`config.mk`:
```
export PLATFORM = sky130hd
export DESIGN_NAME = jstk_spi_reader
export DESIGN_NICKNAME = d
export VERILOG_FILES = /design/src/rtl/jstk_spi_reader.sv
export SDC_FILE = /design/constraint.sdc
export NUM_CORES = 1
export LEC_CHECK = 0
export CAP_MARGIN = 20
export CORE_MARGIN = 2
export CORE_UTILIZATION = 55
export DETAILED_ROUTE_END_ITERATION = 10
export GPL_ROUTABILITY_DRIVEN = 1
export PLACE_DENSITY = 0.76
export SKIP_LAST_GASP = 1
export SYNTH_ARGS = -nofsm -noshare
export SYNTH_HDL_FRONTEND = slang
export SYNTH_SLANG_ARGS = --single-unit
```
`constraint.sdc`:
```
create_clock -name clk -period 2.92 [get_ports clk]
set_input_delay 0.584 -clock clk [delete_from_list [all_inputs] [get_ports clk]]
set_output_delay 0.584 -clock clk [all_outputs]
set_load 0.005 [all_outputs]
```
`src/rtl/jstk_spi_reader.sv`:
```
// Polls a two-axis SPI joystick (mode 0, five-byte frame) and turns each complete
// frame into registered axis samples plus edge-detected direction/button pulses.
module jstk_spi_reader #(
    parameter int CLK_DIV     = 50,
    parameter int SS_SETUP    = 1500,
    parameter int BYTE_GAP    = 1000,
    parameter int POLL_PERIOD = 1000000,
    parameter int LOW_TH      = 300,
    parameter int HIGH_TH     = 700
) (
    input  logic       clk,
    input  logic       rst,
    input  logic       joystick_MISO,
    output logic       joystick_SS,
    output logic       joystick_MOSI,
    output logic       joystick_SCLK,
    output logic [9:0] x_pos,
    output logic [9:0] y_pos,
    output logic       pressed,
    output logic       up,
    output logic       down,
    output logic       left,
    output logic       right,
    output logic       frame_done
);

    typedef enum logic [2:0] {IDLE, SETUP, SHIFT, GAP, DONE} state_t;

    localparam int M1      = (POLL_PERIOD > SS_SETUP) ? POLL_PERIOD : SS_SETUP;
    localparam int M2      = (BYTE_GAP > 2 * CLK_DIV) ? BYTE_GAP : 2 * CLK_DIV;
    localparam int CNT_MAX = (M1 > M2) ? M1 : M2;
    localparam int CW      = $clog2(CNT_MAX + 1);

    localparam logic [CW-1:0] POLL_LAST   = CW'(POLL_PERIOD - 1);
    localparam logic [CW-1:0] SETUP_LAST  = CW'(SS_SETUP - 1);
    localparam logic [CW-1:0] GAP_LAST    = CW'(BYTE_GAP - 1);
    localparam logic [CW-1:0] HALF        = CW'(CLK_DIV);
    localparam logic [CW-1:0] HALF_LAST   = CW'(CLK_DIV - 1);
    localparam logic [CW-1:0] PERIOD_LAST = CW'(2 * CLK_DIV - 1);
    localparam logic [9:0]    LOW_V       = 10'(LOW_TH);
    localparam logic [9:0]    HIGH_V      = 10'(HIGH_TH);

    state_t        state, state_next;
    logic [CW-1:0] cnt, cnt_next;
    logic [2:0]    bit_idx, bit_next;
    logic [2:0]    byte_idx, byte_next;
    logic [7:0]    shift_reg;
    logic [7:0]    x_lo, y_lo;
    logic [1:0]    x_hi, y_hi;
    logic [4:0]    lvl, prev_lvl, pulse;   // {pressed, up, down, left, right}

    logic       sample, byte_end, frame_end;
    logic [9:0] new_x, new_y;
    logic [4:0] new_lvl;

    always_comb begin
        state_next = state;
        cnt_next   = cnt + 1'b1;
        bit_next   = bit_idx;
        byte_next  = byte_idx;
        case (state)
            IDLE: begin
                if (cnt == POLL_LAST) begin
                    state_next = SETUP;
                    cnt_next   = '0;
                end
            end
            SETUP: begin
                if (cnt == SETUP_LAST) begin
                    state_next = SHIFT;
                    cnt_next   = '0;
                    bit_next   = '0;
                    byte_next  = '0;
                end
            end
            SHIFT: begin
                if (cnt == PERIOD_LAST) begin
                    cnt_next = '0;
                    if (bit_idx == 3'd7) begin
                        bit_next   = '0;
                        state_next = (byte_idx == 3'd4) ? DONE : GAP;
                    end else begin
                        bit_next = bit_idx + 1'b1;
                    end
                end
            end
            GAP: begin
                if (cnt == GAP_LAST) begin
                    state_next = SHIFT;
                    cnt_next   = '0;
                    byte_next  = byte_idx + 1'b1;
                end
            end
            DONE: begin
                state_next = IDLE;
                cnt_next   = '0;
                byte_next  = '0;
            end
            default: begin
                state_next = IDLE;
                cnt_next   = '0;
                bit_next   = '0;
                byte_next  = '0;
            end
        endcase
    end

    // MISO is captured on the same edge that raises SCLK.
    assign sample    = (state == SHIFT) && (cnt == HALF_LAST);
    assign byte_end  = (state == SHIFT) && (cnt == PERIOD_LAST) && (bit_idx == 3'd7);
    assign frame_end = byte_end && (byte_idx == 3'd4);

    // Byte 4 is still in the shift register when the frame closes.
    assign new_x   = {x_hi, x_lo};
    assign new_y   = {y_hi, y_lo};
    assign new_lvl = {shift_reg[0], new_y > HIGH_V, new_y < LOW_V, new_x < LOW_V, new_x > HIGH_V};

    // NOTE: every register here uses <= so all updates see the pre-edge values;
    // the SPI pins are registered from next-state values so they stay glitch-free.
    always_ff @(posedge clk) begin
        if (rst) begin
            state         <= IDLE;
            cnt           <= '0;
            bit_idx       <= '0;
            byte_idx      <= '0;
            shift_reg     <= '0;
            x_lo          <= '0;
            x_hi          <= '0;
            y_lo          <= '0;
            y_hi          <= '0;
            x_pos         <= '0;
            y_pos         <= '0;
            lvl           <= '0;
            prev_lvl      <= '0;
            pulse         <= '0;
            frame_done    <= 1'b0;
            joystick_SS   <= 1'b1;
            joystick_SCLK <= 1'b0;
            joystick_MOSI <= 1'b0;
        end else begin
            state         <= state_next;
            cnt           <= cnt_next;
            bit_idx       <= bit_next;
            byte_idx      <= byte_next;
            joystick_SS   <= (state_next == IDLE) || (state_next == DONE);
            joystick_SCLK <= (state_next == SHIFT) && (cnt_next >= HALF);
            joystick_MOSI <= (state_next == SHIFT) && (byte_next == 3'd0) && (bit_next == 3'd0);
            frame_done    <= frame_end;

            if (sample)
                shift_reg <= {shift_reg[6:0], joystick_MISO};

            if (byte_end) begin
                case (byte_idx)
                    3'd0:    x_lo <= shift_reg;
                    3'd1:    x_hi <= shift_reg[1:0];
                    3'd2:    y_lo <= shift_reg;
                    3'd3:    y_hi <= shift_reg[1:0];
                    default: ;
                endcase
            end

            if (frame_end) begin
                x_pos    <= new_x;
                y_pos    <= new_y;
                lvl      <= new_lvl;
                prev_lvl <= lvl;
            end

            pulse <= (state == DONE) ? (lvl & ~prev_lvl) : 5'b0;
        end
    end

    assign {pressed, up, down, left, right} = pulse;

endmodule

```
# Yosys cells after proc, flatten, opt, wreduce, memory -nomap -nowiden
# Index checks and enable logic that the tools add are counted.
# W data, S select, Z words.
dict set report word_totals {
  reg_bits 96
  in_bits 3
  out_inout_bits 29
  elab_cells 84
}
dict set report classes {
  addsub 3
  order_cmp 5
  eq_ne 16
  n_mux 19
  n_bitwise 3
  n_reduce_logical 20
}
# op count
set op_table {}
lappend op_table {{$mux W20} 4}
lappend op_table {{$pmux W20 S4} 1}
lappend op_table {{$mux W3} 11}
lappend op_table {{$add A20 B1 Y20 const B} 1}
lappend op_table {{$eq A20 B10 Y1 const B} 1}
lappend op_table {{$eq A20 B11 Y1 const B} 1}
lappend op_table {{$eq A20 B20 Y1 const B} 1}
lappend op_table {{$eq A20 B6 Y1 const B} 1}
lappend op_table {{$eq A20 B7 Y1 const B} 1}
lappend op_table {{$ge A20 B6 Y1 const B} 1}
lappend op_table {{$gt A10 B10 Y1 const B} 2}
lappend op_table {{$lt A10 B9 Y1 const B} 2}
lappend op_table {{$pmux W3 S3} 2}
lappend op_table {{$eq A3 B2 Y1 const B} 5}
lappend op_table {{$logic_not A3 Y1} 5}
lappend op_table {{$eq A3 B3 Y1 const B} 4}
lappend op_table {{$pmux W3 S4} 1}
lappend op_table {{$reduce_and A2 Y1} 4}
lappend op_table {{$logic_and A1 B1 Y1} 7}
lappend op_table {{$add A3 B1 Y3 const B} 2}
lappend op_table {{$eq A3 B1 Y1 const B} 2}
lappend op_table {{$and A5 B5 Y5} 1}
lappend op_table {{$not A5 Y5} 1}
lappend op_table {{$reduce_or A2 Y1} 2}
lappend op_table {{other kinds (3)} 3}

# Longest topological paths before layout
dict set report logic_depth {
  depth_word 8
  mapped_depth 8
  mapped_depth_nobuf 8
}

# Worst setup path before layout
# No wires, ideal clock.
dict set report synth_timing {
  kind {register to register}
  from {register cnt[0]}
  to {register x_lo[0]}
  setup_time_ns 0.128
  t_arrival_ns 2.447
  required_ns 2.792
  path_slack_ns 0.345
  stages_incl_launch_ff 8
  n_path_buf 0
  synth_period_minus_slack_ns 2.575
  cell_sequence {dfxtp_1 ha_1 or3b_2 or4_4 nor3_4 nand4_4 mux2i_1 nor2_1}
}
dict set report synth_via {
  elab_chain_len 4
}
# item line_no
set synth_rtl {}
lappend synth_rtl {{start: declaration} 44} ;# logic [CW-1:0] cnt, cnt_next;
lappend synth_rtl {{start signal: assignment} 142} ;# cnt <= cnt_next;
lappend synth_rtl {{$eq A20 B7 Y1} 110} ;# assign byte_end = (state == SHIFT) && (cnt == PERIOD_LAST) && (bit_idx == 3'd7);
lappend synth_rtl {{$logic_and A1 B1 Y1 (2 in a row)} 110}
lappend synth_rtl {{$reduce_and A2 Y1 (no source line)} --}
lappend synth_rtl {{end signal: assignment} 155} ;# 3'd0: x_lo <= shift_reg;
lappend synth_rtl {{end: declaration} 48} ;# logic [7:0] x_lo, y_lo;
# No other way between the ends.
# A chain may end at the register's enable or synchronous reset.

# Worst setup path in the final report
dict set report layout_timing {
  from {register cnt[0]}
  to {register y_lo[4]}
}
dict set report layout_via {
  elab_chain_len 4
}
# item line_no
set layout_rtl {}
lappend layout_rtl {{$eq A20 B7 Y1} 110}
lappend layout_rtl {{$logic_and A1 B1 Y1 (2 in a row)} 110}
lappend layout_rtl {{$reduce_and A2 Y1 (no source line)} --}
lappend layout_rtl {{end signal: assignment} 157} ;# 3'd2: y_lo <= shift_reg;
lappend layout_rtl {{end: declaration} 48}
# No other way between the ends.

==> flow_summary.ini <==
[run]
max-cap-violations = 0

[logic_synthesis]
synthesis.yosys.warnings = 0
ys_seq_area_share_pct = 43.8
synth_ff_type = dfxtp_1
yosys.area.top_type_share_pct = 43.8
synth_async_sr_flop_share_pct = 0
syn_nets = 521
synth_cells = 508
netlist-cell-type-count = 59
synth_largest_area_cell = dfxtp_1
synth.avg_cell_area_um2 = 8.63
ys_seq_elements = 96
syn-cell-area_um2 = 4380
synth_edf_count = 0
synth_top_cells_by_area = dfxtp_1, mux2i_1, nand2_1

[sta]
timing.final.setup_violations = 0
worst_relative_slew_slack_pct = 52.7
max_freq_ghz = 0.366
maxSlewViolCount = 0
totalNegativeSetupSlack_ns = 0
timing_worst_slew_pin_value_ns = 0.703
min_period_ns = 2.74
layout_worst_path_cycle_share_pct = 93.7
report.final.hold_viol_count = 0
skew_ns = 0.0119
grt_setup_unrepaired = false

[clock_network]
cts_root_buf = clkbuf_8
cts.clk_slew.worst_paths_ns = 0.10
tritoncts_clock_tree = yes
cts_max_path_buffers = 2
cts_num_sinks = 96
cts_htree_levels = 3
clock_latency_ns = 0.37
cts_buffers = 9

[global_routing]
grt_util_overall_pct = 21.7
pin_count_of_the_biggest_net_entering_global_routing = 66
globalRoute.totalOverflow = 0
antenna_violations_before_repair = 0
grt_first_pass_wirelength_um = 15300
first_global_vias = 3264

[cells_and_area]
register_containing_the_most_flip_flops_in_the_final_layout = cnt
register_area_um2 = 1920
multiInputGateArea_um2 = 2310
commonest_cells_after_routing_fill_and_taps_aside = dfxtp_1, nand2_1, nor2_1, a21oi_1, mux2i_1
final-instance-count-excl-fill = 637
drive_above_1_share_pct = 8.22
layout.cells.most_common = dfxtp_1
top_regs = cnt: 20 flops, x_pos: 10 flops, y_pos: 10 flops
flip_flop_count_of_the_largest_register_after_layout = 20
nFillCells = 647
area_overhead_of_the_layout_relative_to_synthesis_pct = 13.6
count_of_inserted_antenna_diode_cells = 0
fin_util_pct = 64.5
finalNetCount = 543

[placed_design]
place.port_buffers = 31
dpl.cell_count = 621
detailedPlacementHpwl_um = 6400
gpl.final_weighted_congestion = 0.883

[power]
total_leakage_power_nw = 1.84
power-per-cell-area_nw_per_um2 = 456
ir_worst_vdd_v = 0.000234

[critical_path]
crit_type = flop to flop
cpPeakStageDelay_ns = 0.60
crit_path_end_kind = flop
critical_path_peak_fanout = 8
cp_data_required_time_ns = 3.15
cp-start-kind = flop
timing.critical_path.slowest_stage_cell = or4_4
cp_cell_sequence = ha_1, or3b_2, or4_4, nor3_4, nand4_4, mux2i_1, nor2_1
worst_ep_arrival_time_ns = 2.96

[drt]
dr_total_vias = 3547
vias_per_cell = 5.57
drt_drc_violations_left = 0
drt-initial-drc-count = 178
wl_per_cell_um = 14.1
detail_route.wirelength_um = 8990
drtAntennaViolNets = 0
first_pass_iters = 4

[floorplanning]
die_h_um = 93.3
boundaryPins = 32
die_area_um2 = 8700
placement_rows = 32
die_x_um = 93.3
core-area_um2 = 7730
initial_utilization_pct = 56.7

[outcome]
status = completed

[min_path]
worstHoldPathType = flop to flop
[metal layers]
metal  share of wire [%]  GRT usage (%)  vias up
met1                  48           30.4     1640
met3                 4.6           3.87       15
met4                 1.7           7.97        0
met5                   0              0        -
met2                  45           33.6       82
li1                    -              -     1810
[cell type report]
| type | instances | share of cell area, % |
|---|---|---|
| clock buffer | 9 | 2.49 |
| clock inverter | 7 | 1.73 |
| inverter | 8 | 0.603 |
| multi-input combinational | 375 | 46.3 |
| sequential | 96 | 38.6 |
| tap | 102 | 2.56 |
| timing repair buffer | 40 | 7.74 |
[power breakdown]
group | total (mW) | internal (mW) | switching, mW
logic | 0.0533 | 0.0188 | 0.0345
registers | 1.32 | 1.31 | 0.00474
clock network | 0.899 | 0.415 | 0.484
total | 2.27 | 1.75 | 0.523
[per-stage QoR]
stage	instance area (um^2)	hold WS (ns)	power, mW	setup WS [ns]
6_report	4980	0.425	2.27	0.185
5_1_grt	4980	0.453	2.35	0.0296
4_1_cts	4970	0.427	2.29	0.186
3_5_place_dp	4760	0.412	1.40	0.198
3_3_place_gp	4760	0.404	1.40	0.286
2_1_floorplan	4380	0.396	1.38	0.345
[repair_timing]
item                       CTS  global route
buffers inserted             0             0
setup endpoints to repair    0             2
hold buffers                 0             0
resized for setup            0             1
[worst max-delay path: cells and delay by family (launching register included)]
family	cells	cell delay (ns)
AND/OR/NAND/NOR	5	1.73
flip-flops	1	0.44
multiplexers	1	0.22
adder cells (fa/ha/maj)	1	0.20
[Yosys cell counts (3+ instances only)]
cell / number
a21oi_1: 38
a22oi_1: 3
a31oi_1: 3
a41oi_1: 3
and2_1: 4
and3_1: 6
buf_2: 4
clkbuf_1: 21
dfxtp_1: 96
ha_1: 10
inv_1: 8
mux2i_1: 31
nand2_1: 73
nand3_1: 14
nand4_1: 9
nor2_1: 72
nor2b_1: 7
nor3_1: 10
nor3b_1: 7
nor4_1: 10
o211ai_1: 3
or2_2: 4
or3_1: 3
xnor2_1: 13
xor2_1: 8
[worst paths after layout]
check / from / to / slack (ns) / depth (start not counted)
worst min-delay path: prev_lvl[4]$_SDFFE_PP0P_ / pulse[4]$_SDFF_PP0_ / 0.43 / 1
worst min register to register: prev_lvl[4]$_SDFFE_PP0P_ / pulse[4]$_SDFF_PP0_ / 0.43 / 1
worst max-delay path: cnt[0]$_SDFF_PP0_ / y_lo[4]$_SDFFE_PP0P_ / 0.18 / 7
worst max register to register: cnt[0]$_SDFF_PP0_ / y_lo[4]$_SDFFE_PP0P_ / 0.18 / 7
[cell families after synthesis]
family | Yosys count | synth area share [%]
AOI/OAI and AO/OA | 76 | 11.1
and+or+nand+nor | 237 | 27.1
muxes | 31 | 7.08
buffers and inverters | 37 | 3.80
xor gates and xnor gates | 21 | 4.20
DFF | 96 | 43.8
adders and majority gates | 10 | 2.85
Note: power is estimated with default switching activity, not from simulation.
